File: src/rtl/backscatter_modulator.sv
// backscatter_modulator
// Sequences one backscatter packet (GUARD symbols, then NUM_BITS data symbols),
// generates a square-wave frequency-shift carrier and applies phase codewords:
// data bit 0 keeps the carrier phase, data bit 1 inverts it. It also drives the
// payload source's trigger/sending strobes so both blocks share symbol boundaries.
//
// Build option: define BACKSCATTER_GUARD_TONE_EN to radiate the bare carrier
// during GUARD (lets the receiver lock). Without it rf_switch stays 0 during
// GUARD, but the carrier still runs so data-phase timing is identical.

module backscatter_modulator #(
    parameter int SYMBOL_CYCLES = 50,
    parameter int HALF_PERIOD   = 5,
    parameter int GUARD_SYMBOLS = 4,
    parameter int NUM_BITS      = 144,
    parameter int SAMPLE_OFFSET = 1
) (
    input  logic        clock,
    input  logic        reset,
    input  logic        enable,
    input  logic        data_in,
    output logic        src_trigger,
    output logic        src_sending,
    output logic        rf_switch,
    output logic        symbol_strobe,
    output logic [15:0] bit_count,
    output logic        busy,
    output logic        done
);

    localparam logic [15:0] SYM_LAST   = 16'(SYMBOL_CYCLES - 1);
    localparam logic [15:0] HALF_LAST  = 16'(HALF_PERIOD - 1);
    localparam logic [15:0] GUARD_LAST = 16'(GUARD_SYMBOLS - 1);
    localparam logic [15:0] LAST_BIT   = 16'(NUM_BITS);
    localparam logic [15:0] SAMPLE_AT  = 16'(SAMPLE_OFFSET);

    typedef enum logic [1:0] {
        ST_IDLE     = 2'd0,
        ST_GUARD    = 2'd1,
        ST_MODULATE = 2'd2,
        ST_DONE     = 2'd3
    } state_t;

    state_t      state;
    state_t      next_state;
    logic [15:0] sym_cnt;
    logic [15:0] half_cnt;
    logic [15:0] guard_cnt;
    logic        cur_bit;
    logic        carrier;
    logic        rf_next;
    logic        sym_wrap;
    logic        half_wrap;
    logic        active;
    logic        next_active;

    assign sym_wrap    = (sym_cnt == SYM_LAST);
    assign half_wrap   = (half_cnt == HALF_LAST);
    assign active      = (state == ST_GUARD) || (state == ST_MODULATE);
    assign next_active = (next_state == ST_GUARD) || (next_state == ST_MODULATE);

    // Next-state decode, Moore strobes and the value rf_switch takes next cycle
    always_comb begin
        // NOTE: every signal written here gets a default first; a path that
        // leaves one unassigned would infer a latch.
        next_state    = state;
        src_trigger   = 1'b0;
        src_sending   = 1'b0;
        busy          = 1'b0;
        symbol_strobe = 1'b0;
        rf_next       = 1'b0;

        case (state)
            ST_IDLE: begin
                if (enable) next_state = ST_GUARD;
            end
            ST_GUARD: begin
                src_trigger = 1'b1;
                busy        = 1'b1;
                if (!enable)
                    next_state = ST_IDLE;
                else if (sym_wrap && (guard_cnt == GUARD_LAST))
                    next_state = ST_MODULATE;
            end
            ST_MODULATE: begin
                src_trigger   = 1'b1;
                src_sending   = 1'b1;
                busy          = 1'b1;
                symbol_strobe = (sym_cnt == 16'd0);
                if (!enable)
                    next_state = ST_IDLE;
                else if (sym_wrap && (bit_count == LAST_BIT))
                    next_state = ST_DONE;
            end
            ST_DONE: begin
                // Holds here while enable stays high so a packet never retriggers.
                if (!enable) next_state = ST_IDLE;
            end
            default: next_state = ST_IDLE;
        endcase

        // rf_switch is registered, so it is chosen by the state being entered;
        // that forces it low on the very edge that aborts or completes.
        case (next_state)
            ST_MODULATE: rf_next = carrier ^ cur_bit;
            ST_GUARD: begin
`ifdef BACKSCATTER_GUARD_TONE_EN
                rf_next = carrier;
`else
                rf_next = 1'b0;
`endif
            end
            default: rf_next = 1'b0;
        endcase
    end

    // State register, registered RF drive and the one-cycle completion pulse
    always_ff @(posedge clock or negedge reset) begin
        // NOTE: sequential state uses non-blocking assignments so every register
        // samples the pre-edge values regardless of statement order.
        if (!reset) begin
            state     <= ST_IDLE;
            rf_switch <= 1'b0;
            done      <= 1'b0;
        end else begin
            state     <= next_state;
            rf_switch <= rf_next;
            done      <= (state == ST_MODULATE) && (next_state == ST_DONE);
        end
    end

    // Symbol, guard and carrier counters plus the sampled data bit
    always_ff @(posedge clock or negedge reset) begin
        if (!reset) begin
            sym_cnt   <= 16'd0;
            half_cnt  <= 16'd0;
            guard_cnt <= 16'd0;
            bit_count <= 16'd0;
            cur_bit   <= 1'b0;
            carrier   <= 1'b0;
        end else if (active && next_active) begin
            // Carrier free-runs across symbol and GUARD->MODULATE boundaries.
            if (half_wrap) begin
                half_cnt <= 16'd0;
                carrier  <= ~carrier;
            end else begin
                half_cnt <= half_cnt + 16'd1;
            end

            sym_cnt <= sym_wrap ? 16'd0 : sym_cnt + 16'd1;

            if (state == ST_GUARD && sym_wrap)
                guard_cnt <= guard_cnt + 16'd1;

            if (state == ST_MODULATE) begin
                if (sym_cnt == 16'd0)
                    bit_count <= bit_count + 16'd1;
                if (sym_cnt == SAMPLE_AT)
                    cur_bit <= data_in;
            end
        end else begin
            // Not running: carrier and counters sit at zero so the next packet
            // starts with carrier=0 and a fresh half-period.
            sym_cnt   <= 16'd0;
            half_cnt  <= 16'd0;
            guard_cnt <= 16'd0;
            carrier   <= 1'b0;
            // Packet start or abort clears the data-side state; a normal
            // completion keeps bit_count visible until the next packet.
            if ((state == ST_IDLE && next_state == ST_GUARD) ||
                (active && next_state == ST_IDLE)) begin
                bit_count <= 16'd0;
                cur_bit   <= 1'b0;
            end
        end
    end

endmodule

File: config.mk
export PLATFORM = sky130hd
export DESIGN_NAME = backscatter_modulator
export DESIGN_NICKNAME = d
export VERILOG_FILES = /design/src/rtl/backscatter_modulator.sv
export SDC_FILE = /design/constraint.sdc
export NUM_CORES = 1
export LEC_CHECK = 0
export ABC_AREA = 1
export BUFFER_PORTS_ARGS = -buffer_cell sky130_fd_sc_hd__buf_2
export CORE_ASPECT_RATIO = 1.25
export CORE_MARGIN = 5
export CORE_UTILIZATION = 35
export DETAILED_ROUTE_END_ITERATION = 8
export HOLD_SLACK_MARGIN = 0.08
export MAX_ROUTING_LAYER = met4
export PLACE_DENSITY = 0.6
export SYNTH_ARGS = -nofsm -noshare
export SYNTH_HDL_FRONTEND = slang
export SYNTH_SLANG_ARGS = --single-unit
File: constraint.sdc
create_clock -name clock -period 5.99 [get_ports clock]
set_input_delay 0.8985 -clock clock [delete_from_list [all_inputs] [get_ports clock]]
set_output_delay 0.8985 -clock clock [all_outputs]
set_load 0.05 [all_outputs]
==> impl_metrics.yaml <==
job:
  maxCapViolations: 0
global_routing:
  overflow: 0
  grt_first_pass_wirelength_um: 18000
  grt_pass1_vias: 3968
  antenna_found_initial: 0
  grt_use_total: 0.149
  grt_max_degree: 71
floorplanning:
  die_w_um: 111
  dieArea_um2: 15200
  die_y_um: 137
  rows: 46
  io_pins: 26
  initial_core_util: 0.356
  core_um2: 12600
worst_setup_path:
  r2r_start: "state[0]"
  path_common_cell: "nand2_1"
  crit_family: "buffers and inverters"
  crit_path_start: "state[0]"
  crit_chain: "inv_1 > ha_1 > nand2_1 > nor2_1 > nand2_1 > nor2_1 > nand2_1 > nand2_1 > nand2_1 > nand2_1 > nand2_1 > inv_2 > ha_1 > inv_1 > nand2_1 > inv_1 > o21ai_1 > nor3b_1"
  cp-start-kind: "flop"
  cpPeakStageDelay_ns: 0.80
  required_ns: 6.23
  critPathCaptureType: "flop"
  cp.arrival_ns: 3.92
  cp_num_buf_inv: 4
  cp_max_fo: 31
  critical_path_class: "flop to flop"
  crit_slowest_cell: "inv_1"
placed_design:
  io_buffers: 25
  dp.final_hpwl_um: 7600
  gp_congestion: 0.920
  dp_cells: 799
  dpl_cell_area_um2: 4760
synthesis:
  synthXorXnorAreaFrac: 0.0313
  synth_top_family_by_area: "simple AND/OR/NAND/NOR gates"
  synth_top_cell_by_area: "dfrtp_1"
  ys_warn_count: 0
  netlist_top_cells_area: "dfrtp_1 39%, nand2_1 12%, nor2_1 7.8%, inv_1 5.9%, nand3_1 5.7%"
  synth.avg_cell_area_um2: 7.29
  synth-adder-area-share: 0.0474
  synthesis.instances: 615
  synth_compound_gate_area_share: 0.0692
  postSynthRegisterBits: 70
  synth_nets: 636
  synth.distinct_cells: 39
  synthMuxAreaShare: 0
  synth_seq_area_share: 0.391
  netlist.area_leader.share: 0.391
  yosys.area_share.simple: 0.375
  syn_area_um2: 4480
layout:
  antenna_cells: 0
  final_cells: 814
  multiInputGateArea_um2: 2340
  mostFrequentLayoutCell: "nand2_1"
  regArea_um2: 1750
  final_nets: 663
  fin_area_um2: 5080
  synthToLayoutAreaGrowth_pct: 13.4
  drive_above_1_share: 0.133
  nFillCells: 1294
  final_cell_mix: "146 x nand2_1, 93 x nor2_1, 71 x inv_1, 70 x dfrtp_1, 51 x nand3_1"
sta:
  clock.fmax_mhz: 272
  skew_ns: 0.00676
  rsz0062_at_grt: "no"
  slew_violations: 0
  fin_setup_tns_ns: 0
  tightest_slew_ns: 1.11
  period_needed_ns: 3.68
  min_period_over_period: 0.614
  slew_headroom: 0.262
  setup_viol: 0
  hold_viol: 0
clock_tree:
  htree_levels: 3
  cts_resized: 0
  cts_root_buf: "clkbuf_16"
  cts.sinks: 70
  post_cts_buffers: 0
  clkTransAtPathRegs_ns: 0.05
  clock_path_buffers: 2
  insertion_delay_ns: 0.34
  cts_tree: "yes"
  cts-buffers-inserted: 9
  cts_hold_buf: 0
routing:
  vias: 3985
  final_antenna_net_count: 0
  drt_iter0_drc: 158
  post_drt_via_cell_ratio: 4.90
  drc: 0
  wl_um: 10400
  wl_per_cell_um: 12.7
  first_pass_iters: 4
power:
  ir_drop_mv: 0.215
  power.switching_mw: 0.532
  p_leak_nw: 2.26
  p_clk_frac: 0.390
  swShare: 0.356
  intPower_mw: 0.961
  p_total_mw: 1.49
  p_comb_frac: 0.267
  pwr-share-seq: 0.343
  powerDensity_nw_per_um2: 294
status:
  run_status: "finished clean"
worst_hold_path:
  hold_class: "flop to flop"
  hp-start: "half_cnt[0]"
[power groups by stage]
stage	clock network, mW	registers [mW]	logic (mW)
3_5_place_dp	0	0.521	0.406
5_1_grt	0.617	0.517	0.445
2_1_floorplan	0	0.516	0.347
4_1_cts	0.596	0.512	0.406
3_3_place_gp	0	0.520	0.394
6_report	0.582	0.512	0.399
[area by class of cell]
cell class              instances  area share
inverters                      82      0.0615
repair buffers                 27      0.0276
multi-input cells             452       0.461
clock buffers                  12      0.0505
flip-flops and latches         70       0.345
well taps                     168      0.0414
clock inverters                 3      0.0133
[Yosys cell counts]
cell and count:
nor3b_2 1, clkbuf_1 3, nor2_8 1, nor3b_1 5, nor2_1 93, a21oi_4 1, xor2_1 14, inv_2 9
nand3b_1 2, o21ai_2 12, xnor2_1 2, o21ai_0 19, nor4_1 2, inv_4 2, and3_1 1, nand2_2 6
a22o_1 1, nor3_2 2, nand2_4 2, a31oi_1 2, buf_6 3, dfrtp_1 70, ha_1 17, o21ai_1 4
o31ai_1 1, o21bai_1 1, buf_2 3, inv_1 71, or2_2 1, nor2_2 7, buf_4 2, nand3_1 51
a21oi_1 6, a211oi_1 1, nand4_1 20, nand2_1 146, and2_1 1, nor3_1 29, nand3_4 1
[cells by family (layout without fill, tap and decap cells)]
kind of cell,Yosys count,count (layout)
AO/OA/AOI/OAI,48,48
XOR/XNOR,16,16
adder cells (fa/ha/maj),17,17
buffers and inverters,93,124
flip-flops,70,70
AND/OR/NAND/NOR,371,371
[worst paths after layout]
path	endpoint	slack (ns)	cells after the start
worst max-delay path	sym_cnt[8]	2.31	18
worst min-delay path	half_cnt[0]	0.50	1
worst max register to register	sym_cnt[8]	2.31	18
worst min register to register	half_cnt[0]	0.50	1
max in group asynchronous	carrier	4.63	2
min in group asynchronous	sym_cnt[0]	0.78	2
[worst reg2reg max path, stage by stage, from the launching register on]
cell	delay, ns
dfrtp_1	0.40
inv_1	0.14
ha_1	0.34
nand2_1	0.09
nor2_1	0.10
nand2_1	0.07
nor2_1	0.09
nand2_1	0.08
nand2_1	0.08
nand2_1	0.05
nand2_1	0.05
nand2_1	0.10
inv_2	0.09
ha_1	0.22
inv_1	0.05
nand2_1	0.05
inv_1	0.80
o21ai_1	0.49
nor3b_1	0.31
[metal layers]
layer | GRT usage | up-vias | share of wire
li1 | - | 2026 | -
met5 | - | - | 0
met1 | 0.169 | 1877 | 0.43
met3 | 0.0305 | 22 | 0.031
met2 | 0.260 | 60 | 0.51
met4 | 0.0609 | 0 | 0.028
[through the flow]
step	setup WS (ns)	hold WS (ns)	utilization
2_1_floorplan	2.69	0.437	-
3_3_place_gp	2.40	0.475	0.378
3_5_place_dp	2.25	0.500	0.378
4_1_cts	2.27	0.507	0.403
5_1_grt	1.80	0.548	0.403
6_report	2.31	0.499	0.403
[sequential cells by signal, indices dropped and copies added (netlist names)]
name / cells
cur_bit: 1
rf_switch: 1
sym_cnt: 16
state: 2
bit_count: 16
half_cnt: 16
carrier: 1
done: 1
guard_cnt: 16
Note: power is estimated with default switching activity, not from simulation.
